==> config.mk <==
export PLATFORM = sky130hd
export DESIGN_NAME = button_conditioner
export DESIGN_NICKNAME = d
export VERILOG_FILES = /design/src/rtl/button_conditioner.sv
export SDC_FILE = /design/constraint.sdc
export NUM_CORES = 1
export LEC_CHECK = 0
export CORE_MARGIN = 5
export CORE_UTILIZATION = 60
export CTS_BUF_LIST = sky130_fd_sc_hd__clkbuf_8
export CTS_CLUSTER_DIAMETER = 30
export DETAILED_ROUTE_END_ITERATION = 8
export PLACE_DENSITY = 0.87
export SYNTH_ARGS = -nofsm -noshare
export SYNTH_HDL_FRONTEND = slang
export SYNTH_SLANG_ARGS = --single-unit
==> constraint.sdc <==
create_clock -name clk100M -period 3.3 [get_ports clk100M]
set_clock_uncertainty 0.1 [all_clocks]
set_input_delay 0.825 -clock clk100M [delete_from_list [all_inputs] [get_ports clk100M]]
set_output_delay 0.825 -clock clk100M [all_outputs]
set_load 0.01 [all_outputs]
==> src/rtl/button_conditioner.sv <==
// Push-button front end: synchronises and debounces btn_raw, then derives
// press/release pulses, a long-press level and optional auto-repeat pulses.
module button_conditioner #(
    parameter int SYNC_STAGES     = 2,
    parameter int DEBOUNCE_CYCLES = 1000000,
    parameter int LONG_CYCLES     = 50000000,
    parameter int REPEAT_CYCLES   = 10000000,
    parameter int CNT_W           = 32
) (
    input  logic clk100M,
    input  logic rst_n,
    input  logic btn_raw,
    input  logic repeat_en,
    output logic btn_level,
    output logic press_pulse,
    output logic release_pulse,
    output logic long_press,
    output logic repeat_pulse
);

    typedef enum logic [2:0] {
        IDLE       = 3'd0,
        DB_PRESS   = 3'd1,
        HELD       = 3'd2,
        LONG_HELD  = 3'd3,
        DB_RELEASE = 3'd4
    } state_t;

    localparam logic [CNT_W-1:0] CNT_ZERO  = {CNT_W{1'b0}};
    localparam logic [CNT_W-1:0] CNT_ONE   = CNT_W'(1);
    localparam logic [CNT_W-1:0] DB_LAST   = CNT_W'(DEBOUNCE_CYCLES - 1);
    localparam logic [CNT_W-1:0] LONG_LAST = CNT_W'(LONG_CYCLES - 1);
    localparam logic [CNT_W-1:0] REP_LAST  = CNT_W'(REPEAT_CYCLES - 1);

    logic [SYNC_STAGES-1:0] sync_r;
    logic                   sync_s;
    state_t                 state_r;
    logic [CNT_W-1:0]       cnt_r;
    logic                   from_long_r;
    logic                   btn_level_r;
    logic                   press_pulse_r;
    logic                   release_pulse_r;
    logic                   long_press_r;
    logic                   repeat_pulse_r;

    assign sync_s        = sync_r[SYNC_STAGES-1];
    assign btn_level     = btn_level_r;
    assign press_pulse   = press_pulse_r;
    assign release_pulse = release_pulse_r;
    assign long_press    = long_press_r;
    assign repeat_pulse  = repeat_pulse_r;

    // Metastability synchroniser for the asynchronous button input.
    always_ff @(posedge clk100M or negedge rst_n) begin
        if (!rst_n) begin
            sync_r <= {SYNC_STAGES{1'b0}};
        end else begin
            sync_r <= {sync_r[SYNC_STAGES-2:0], btn_raw};
        end
    end

    // Debounce / hold-time FSM with registered outputs; cnt restarts on every state change.
    always_ff @(posedge clk100M or negedge rst_n) begin
        if (!rst_n) begin
            state_r         <= IDLE;
            cnt_r           <= CNT_ZERO;
            from_long_r     <= 1'b0;
            btn_level_r     <= 1'b0;
            press_pulse_r   <= 1'b0;
            release_pulse_r <= 1'b0;
            long_press_r    <= 1'b0;
            repeat_pulse_r  <= 1'b0;
        end else begin
            press_pulse_r   <= 1'b0;
            release_pulse_r <= 1'b0;
            repeat_pulse_r  <= 1'b0;
            case (state_r)
                IDLE: begin
                    cnt_r <= CNT_ZERO;
                    if (sync_s) begin
                        state_r <= DB_PRESS;
                    end
                end
                DB_PRESS: begin
                    if (!sync_s) begin
                        state_r <= IDLE;
                        cnt_r   <= CNT_ZERO;
                    end else if (cnt_r == DB_LAST) begin
                        state_r       <= HELD;
                        cnt_r         <= CNT_ZERO;
                        press_pulse_r <= 1'b1;
                        btn_level_r   <= 1'b1;
                    end else begin
                        cnt_r <= cnt_r + CNT_ONE;
                    end
                end
                HELD: begin
                    if (!sync_s) begin
                        state_r     <= DB_RELEASE;
                        cnt_r       <= CNT_ZERO;
                        from_long_r <= 1'b0;
                    end else if (cnt_r == LONG_LAST) begin
                        state_r        <= LONG_HELD;
                        cnt_r          <= CNT_ZERO;
                        long_press_r   <= 1'b1;
                        repeat_pulse_r <= repeat_en;
                    end else begin
                        cnt_r <= cnt_r + CNT_ONE;
                    end
                end
                LONG_HELD: begin
                    if (!sync_s) begin
                        state_r     <= DB_RELEASE;
                        cnt_r       <= CNT_ZERO;
                        from_long_r <= 1'b1;
                    end else if (cnt_r == REP_LAST) begin
                        cnt_r          <= CNT_ZERO;
                        repeat_pulse_r <= repeat_en;
                    end else begin
                        cnt_r <= cnt_r + CNT_ONE;
                    end
                end
                DB_RELEASE: begin
                    // A glitch returns to the hold state it came from, without pulses.
                    if (sync_s) begin
                        state_r <= from_long_r ? LONG_HELD : HELD;
                        cnt_r   <= CNT_ZERO;
                    end else if (cnt_r == DB_LAST) begin
                        state_r         <= IDLE;
                        cnt_r           <= CNT_ZERO;
                        release_pulse_r <= 1'b1;
                        btn_level_r     <= 1'b0;
                        long_press_r    <= 1'b0;
                    end else begin
                        cnt_r <= cnt_r + CNT_ONE;
                    end
                end
                default: begin
                    state_r      <= IDLE;
                    cnt_r        <= CNT_ZERO;
                    from_long_r  <= 1'b0;
                    btn_level_r  <= 1'b0;
                    long_press_r <= 1'b0;
                end
            endcase
        end
    end

endmodule

After elaboration in Yosys (flattened, before gate mapping):

Cells that the tools add are included.

* output and inout bits: 5
* flip-flop bits (word level): 43
* input port bits: 4
* word-level logic and storage cells: 79

* muxes and demuxes: 39
* reductions and logical operators: 8
* bitwise operators: 3
* equal/unequal tests: 19
* add/subtract/negate cells: 1

Operator list (count)
* $mux W32: 7
* $pmux W32 S4: 1
* $add A32 B1 Y32 const B: 1
* $eq A32 B20 Y1 const B: 1
* $eq A32 B24 Y1 const B: 1
* $eq A32 B26 Y1 const B: 1
* $mux W3: 8
* $mux W1: 18
* $ne A2 B2 Y1 const B: 9
* $pmux W3 S5: 1
* $reduce_and A5 Y1: 3
* $ne A3 B3 Y1 const B: 3
* $pmux W1 S3: 3
* $reduce_or A3 Y1: 3
* $eq A3 B2 Y1 const B: 2
* $eq A3 B1 Y1 const B: 1
* $eq A3 B3 Y1 const B: 1
* $logic_not A3 Y1: 1
* $not A1 Y1: 3
* $reduce_and A3 Y1: 1
* $pmux W1 S2: 1

Logic depth before layout (Yosys ltp):

Gate-level depths: netlist of the first run.

* word-level depth: 4
* mapped depth: 7
* depth with buffers taken out: 6

Worst setup path after synthesis of the first run:

OpenSTA, ideal clock, no wires.

* path type: reg2reg
* start point: register cnt_r[28]
* end point: register cnt_r[11]
* data arrival time: 2376 ps
* stages on the path, launching flop included: 7
* data required time: 3081 ps
* library setup time: 119 ps
* period minus slack after synthesis: 2595 ps
* path slack: 705 ps
* path buffers: 1
* cell sequence: dfrtp_1 -> or4_4 -> or4_4 -> o31a_2 -> a211oi_4 -> buf_6 -> nor2_2

* cells in the longest elaborated chain, start to end: 4
* elaborated cells on any way between the ends: 11
* those cells by class: 3 x eq/ne; 8 x mux

RTL lines
* from (decl): line 38 `logic [CNT_W-1:0] cnt_r;`
* from (signal assigned): line 94 `cnt_r <= cnt_r + CNT_ONE;`
* from (signal assigned): line 108 `cnt_r <= cnt_r + CNT_ONE;`
* from (signal assigned): line 120 `cnt_r <= cnt_r + CNT_ONE;`
* $eq A32 B20 Y1 (tied with other cells): line 88, 128
* $mux W32, on equally long branches (2 in series)
* $pmux W32 S4 (*): line 77 `case (state_r)`

Every way passes the cells marked *; elsewhere a longest branch is shown, timed or not.
A chain may end at the register's enable or synchronous reset.

Worst setup path after layout of the first run:

* start point: register cnt_r[28]
* end point: register cnt_r[20]

The elaborated chain is that of the path after synthesis.

==> flow_summary.yaml, run 1 <==
status:
  status: "complete, no violations"
die:
  boundaryPins: 9
  start_util: 0.625
  die_h_um: 72.2
  fp.dieArea_mm2: 0.00522
  rows: 22
  core_region_area_mm2: 0.00372
  dieWidth_um: 72.2
worst_setup_path:
  crit_arrival_ns: 2.87
  path_class: "register to register"
  end_kind: "register"
  worstPathRequired_ns: 3.38
  path_max_fanout: 22
  worstSetupStartpointType: "register"
yosys:
  synth_top_area_cell: "dfrtp_1"
  synth_top_area_frac: 0.463
  synth-edff-count: 0
  synth_area_mm2: 0.00232
  synth_area_per_cell_um2: 9.89
  synth.distinct_cells: 43
  synth-async-reset-ratio: 1.00
  seq_area_frac_synth: 0.463
  synth-seq-cells: 43
  synthCells: 235
  synth_commonest_cells: "dfrtp_1, nor2_1, nor2_2"
  syn_nets: 240
  yosysMostFrequentCell: "dfrtp_1"
  synth.area.top_cells: "dfrtp_1, xor2_1, nor2_2"
  synthFlopType: "dfrtp_1"
  yosysWarnings: 0
power_and_ir_drop:
  p_leak_nw: 0.985
  irDropWorstVdd_v: 0.000304
  p_per_area_mw_per_mm2: 385
  power_w: 0.000969
routing:
  highest_layer: "met4"
  wl_mm: 4.49
  drt_iter0_markers: 172
  route.met2.wl_mm: 2.16
  via_per_inst: 6.01
  drt-met1-wl_mm: 1.98
  wl_per_cell_um: 15.3
  wl_met3_um: 262
  num_vias: 1760
  final_antenna_net_count: 0
  drcViolationCount: 0
  drtPass1Iterations: 4
cts:
  clock_sinks: 43
  cts_buffers: 5
  cts_buffer_depth: 2
  cts_tree: "done"
  postCtsHoldBufs: 0
  ctsResizeCount: 0
  clkTransAtPathRegs_ns: 0.08
  clockRootBuffer: "clkbuf_8"
  postCtsSetupRepairBufs: 0
  htreeDepth: 2
  clk_latency_ns: 0.30
place:
  dpl.hpwl_mm: 3.17
  io_buffer_count: 8
  place_congestion: 0.922
grt:
  grt_start_max_net_pins: 44
  grt_pass1_wl_mm: 8.19
  overflow: 0
  grt_usage: 0.202
  antenna_found_initial: 0
  grt_pass1_vias: 1795
timing:
  setup_viol_count_final: 0
  max_freq_mhz: 358
  drv_slew: 0
  rsz0062_at_grt: "no"
  slew_headroom: 0.383
  final.setup.tns_ns: 0
  fin_crit_ns: 2.79
  finalHoldViolCount: 0
  min_period_over_period: 0.846
  hold_ws_ns: 0.262
  worst_pin_slew_ns: 0.925
finish:
  area_growth_pct: 8.24
  nets: 249
  fillCellCount: 297
  drive_above_1_share: 0.171
  diodes: 0
run:
  maxCapViolCount: 0
hold_path:
  hold_path.class: "register to register"
-- through the flow --
| stage | utilization | area (um^2) | cells | worst slack (ns) |
|---|---|---|---|---|
| 4_1_cts | 0.677 | 2510 | 293 | 0.504 |
| 2_1_floorplan | - | 2320 | 235 | 0.705 |
| 3_5_place_dp | 0.650 | 2410 | 285 | 0.528 |
| 6_report | 0.677 | 2510 | 293 | 0.510 |
| 3_3_place_gp | 0.650 | 2410 | 285 | 0.578 |
| 5_1_grt | 0.677 | 2510 | 293 | 0.426 |
-- layout by cell type (no fill, tap or decap), drive strengths merged, types with 5 or more instances in the layout --
cell type / instances
xor2: 18
and4: 5
xnor2: 12
dfrtp: 43
o21ai: 5
nor3: 8
inv: 5
buf: 5
nand2: 11
nor2: 44
clkdlybuf4s50: 7
and3: 5
nand4: 15
clkbuf: 7
nand3: 13
-- cells by family after synthesis --
group | Yosys count | synth area share
buf+inv | 14 | 0.0382
fa+ha+maj | 1 | 0.00538
flops | 43 | 0.463
simple gates | 132 | 0.331
xor+xnor | 30 | 0.113
compound gates | 15 | 0.0495
-- registers in the layout (all words and copies together) (netlist names) --
signal / count
press_pulse: 1
sync_r: 2
cnt_r: 32
state_r: 3
repeat_pulse: 1
btn_level: 1
long_press: 1
from_long_r: 1
release_pulse: 1
-- area by class of cell --
class / count / area [um^2] / share of cell area
multi-input combinational: 178 / 1160 / 0.461
sequential: 43 / 1080 / 0.428
timing repair buffer: 12 / 105 / 0.0418
clock buffer: 7 / 96.3 / 0.0383
tap: 48 / 60.1 / 0.0239
inverter: 4 / 15.0 / 0.00597
clock inverter: 1 / 3.75 / 0.00149
-- worst paths after layout --
| path | endpoint | startpoint | slack, ns | depth (start not counted) |
|---|---|---|---|---|
| max | cnt_r[20] | cnt_r[28] | 0.51 | 6 |
| min | sync_r[1] | sync_r[0] | 0.26 | 0 |
| max reg2reg | cnt_r[20] | cnt_r[28] | 0.51 | 6 |
| min reg2reg | sync_r[1] | sync_r[0] | 0.26 | 0 |
| max in group asynchronous | cnt_r[1] | rst_n | 1.96 | 1 |
| min in group asynchronous | state_r[1] | rst_n | 0.56 | 1 |
-- routing by layer --
layer | vias up | global-route usage
li1 | 849 | -
met5 | - | 0
met2 | 49 | 0.321
met1 | 854 | 0.262
met3 | 8 | 0.0512
met4 | 0 | 0.0877
-- worst max-delay path: stages (launching register included) --
cell      delay [ns]
dfrtp_1         0.41
or4_4           0.56
or4_4           0.55
o31a_2          0.38
a211oi_4        0.23
buf_4           0.34
nor2_1          0.09
-- power by group --
part	total, W	internal (W)	switching, W
registers	0.000543	0.000533	0.0000107
logic	0.0000615	0.0000182	0.0000433
clock network	0.000364	0.000188	0.000176
total	0.000969	0.000739	0.000230
(Power assumes the default switching activity.)
==> inputs of run 2 (changes only) <==
CORE_UTILIZATION = 57   (was 60)
PLACE_DENSITY = 0.86   (was 0.87)
clock period = 2.3 ns   (was 3.3 ns; I/O delays follow)
==> flow_summary.yaml, run 2 (synthesis results as in run 1) <==
status:
  status: "finished with violations"
  violations: "setup timing"
power_and_ir_drop:
  combPwrFrac: 0.093
  p_sw_w: 0.000364
  switching_share: 0.237
  p_leak_nw: 1.14
  p_per_area_mw_per_mm2: 541
  clkPwrFrac: 0.399
  seqPwrFrac: 0.507
  p_int_w: 0.00117
  irDropWorstVdd_v: 0.000638
cts:
  cts_buffer_depth: 2
  clockRootBuffer: "clkbuf_8"
  clock_sinks: 43
  cts_tree: "done"
  clk_latency_ns: 0.30
  htreeDepth: 2
  postCtsHoldBufs: 0
  cts_buffers: 5
  clkTransAtPathRegs_ns: 0.08
timing:
  setup_viol_count_final: 37
  worst_pin_slew_ns: 0.642
  slew_headroom: 0.572
  rsz0062_at_grt: "yes"
  drv_slew: 0
  fin_crit_ns: 2.56
  finalHoldViolCount: 0
  min_period_over_period: 1.11
  max_freq_mhz: 390
  hold_ws_ns: 0.190
  worst_slack_ns: -0.261
routing:
  wl_per_cell_um: 16.3
  wl_mm: 5.20
  drcViolationCount: 0
  drtPass1Iterations: 5
  via_per_inst: 5.98
  final_antenna_net_count: 0
  num_vias: 1907
  drt_iter0_markers: 170
worst_setup_path:
  r2r_start: "cnt_r[31]"
  crit_start: "cnt_r[31]"
  worst_path_most_repeated_cell: "or4_4"
  cpMaxStageDelayCell: "or4_4"
  path_max_fanout: 8
  path_class: "register to register"
  end_kind: "register"
  worstPathRequired_ns: 2.38
  crit_path_max_incr_delay_ns: 0.55
  cp_cell_sequence: "or4_4 -> or4_4 -> o31a_4 -> a211oi_4 -> buf_6 -> clkbuf_16 -> nor2_4"
  crit_arrival_ns: 2.64
  worstSetupStartpointType: "register"
  worst-path-buf-inv: 2
  cp_top_family: "simple AND/OR/NAND/NOR gates"
finish:
  diodes: 0
  nets: 273
  area.sequential_mm2: 0.00108
  final_common_cell: "dfrtp_1"
  top_regs: "cnt_r (32), state_r (3), sync_r (2)"
  drive_above_1_share: 0.283
  area_growth_pct: 22.5
  top_register: "cnt_r"
  largest_register_ffs: 32
  multi_input_area_mm2: 0.00124
  layout_common_cells: "dfrtp_1, buf_4, nor2_1, xor2_1, nor2_2"
  final_util: 0.717
  instances_no_fill: 319
  fillCellCount: 297
grt:
  overflow: 0
  grt_start_max_net_pins: 30
  grt_usage: 0.203
  antenna_found_initial: 0
  grt_pass1_vias: 1758
  grt_pass1_wl_mm: 8.38
die:
  fp.dieArea_mm2: 0.00545
  core_region_area_mm2: 0.00397
  start_util: 0.585
  boundaryPins: 9
  rows: 23
  dieWidth_um: 73.8
  die_h_um: 73.8
place:
  dpl.hpwl_mm: 3.51
  place_congestion: 0.928
  io_buffer_count: 8
  dp_cells: 309
hold_path:
  hold_path.class: "input port to asynchronous set/reset pin"
run:
  maxCapViolCount: 0
-- run 2: cell count changes in the layout (fill, tap and decap cells not counted), sizes merged --
cell    previous run  this run
buf                5        28
clkinv             0         1
inv                5         4
bufinv             0         1
-- run 2: what timing repair did --
| action | CTS | global route |
|---|---|---|
| gates cloned | 0 | 1 |
| gates resized for setup | 0 | 20 |
| buffers inserted | 0 | 1 |
| setup endpoints to repair | 37 | 39 |
| pin swaps | 0 | 10 |
-- run 2: metal layers --
layer / global-route usage / up-vias / part of all wire
li1: - / 898 / -
met4: 0.0926 / 0 / 0.031
met5: 0 / - / 0
met1: 0.271 / 923 / 0.40
met3: 0.0451 / 16 / 0.062
met2: 0.313 / 70 / 0.51
-- run 2: layout make-up --
cell class	instances	area share
multi-input combinational	178	0.437
sequential	43	0.378
timing repair buffer	36	0.116
clock buffer	6	0.0290
tap	50	0.0220
clock inverter	2	0.0123
inverter	4	0.00527
-- run 2: power groups by stage --
stage               combinational, W  clock (W)  sequential [W]
global placement            0.000110          0        0.000794
finish                      0.000144   0.000615        0.000780
global route                0.000155   0.000658        0.000783
CTS                         0.000114   0.000623        0.000779
detailed placement          0.000114          0        0.000795
floorplan                  0.0000778          0        0.000783
-- run 2: worst paths after layout --
path	end	slack, ns	cells after the start
max reg2reg	cnt_r[16]	-0.26	7
min in group clk100M	sync_r[1]	0.26	0
min	sync_r[0]	0.19	1
min reg2reg	sync_r[1]	0.26	0
max	cnt_r[16]	-0.26	7
max in group asynchronous	cnt_r[23]	1.31	2
-- run 2: through the flow --
stage / total power, W / instance area, um^2 / TNS (ns) / setup WS (ns)
detailed placement: 0.000908 / 2620 / -7.46 / -0.222
global route: 0.00160 / 2850 / -10.01 / -0.298
floorplan: 0.000861 / 2330 / -4.88 / -0.168
finish: 0.00154 / 2850 / -8.24 / -0.261
CTS: 0.00152 / 2730 / -7.78 / -0.235
global placement: 0.000904 / 2620 / -6.69 / -0.204
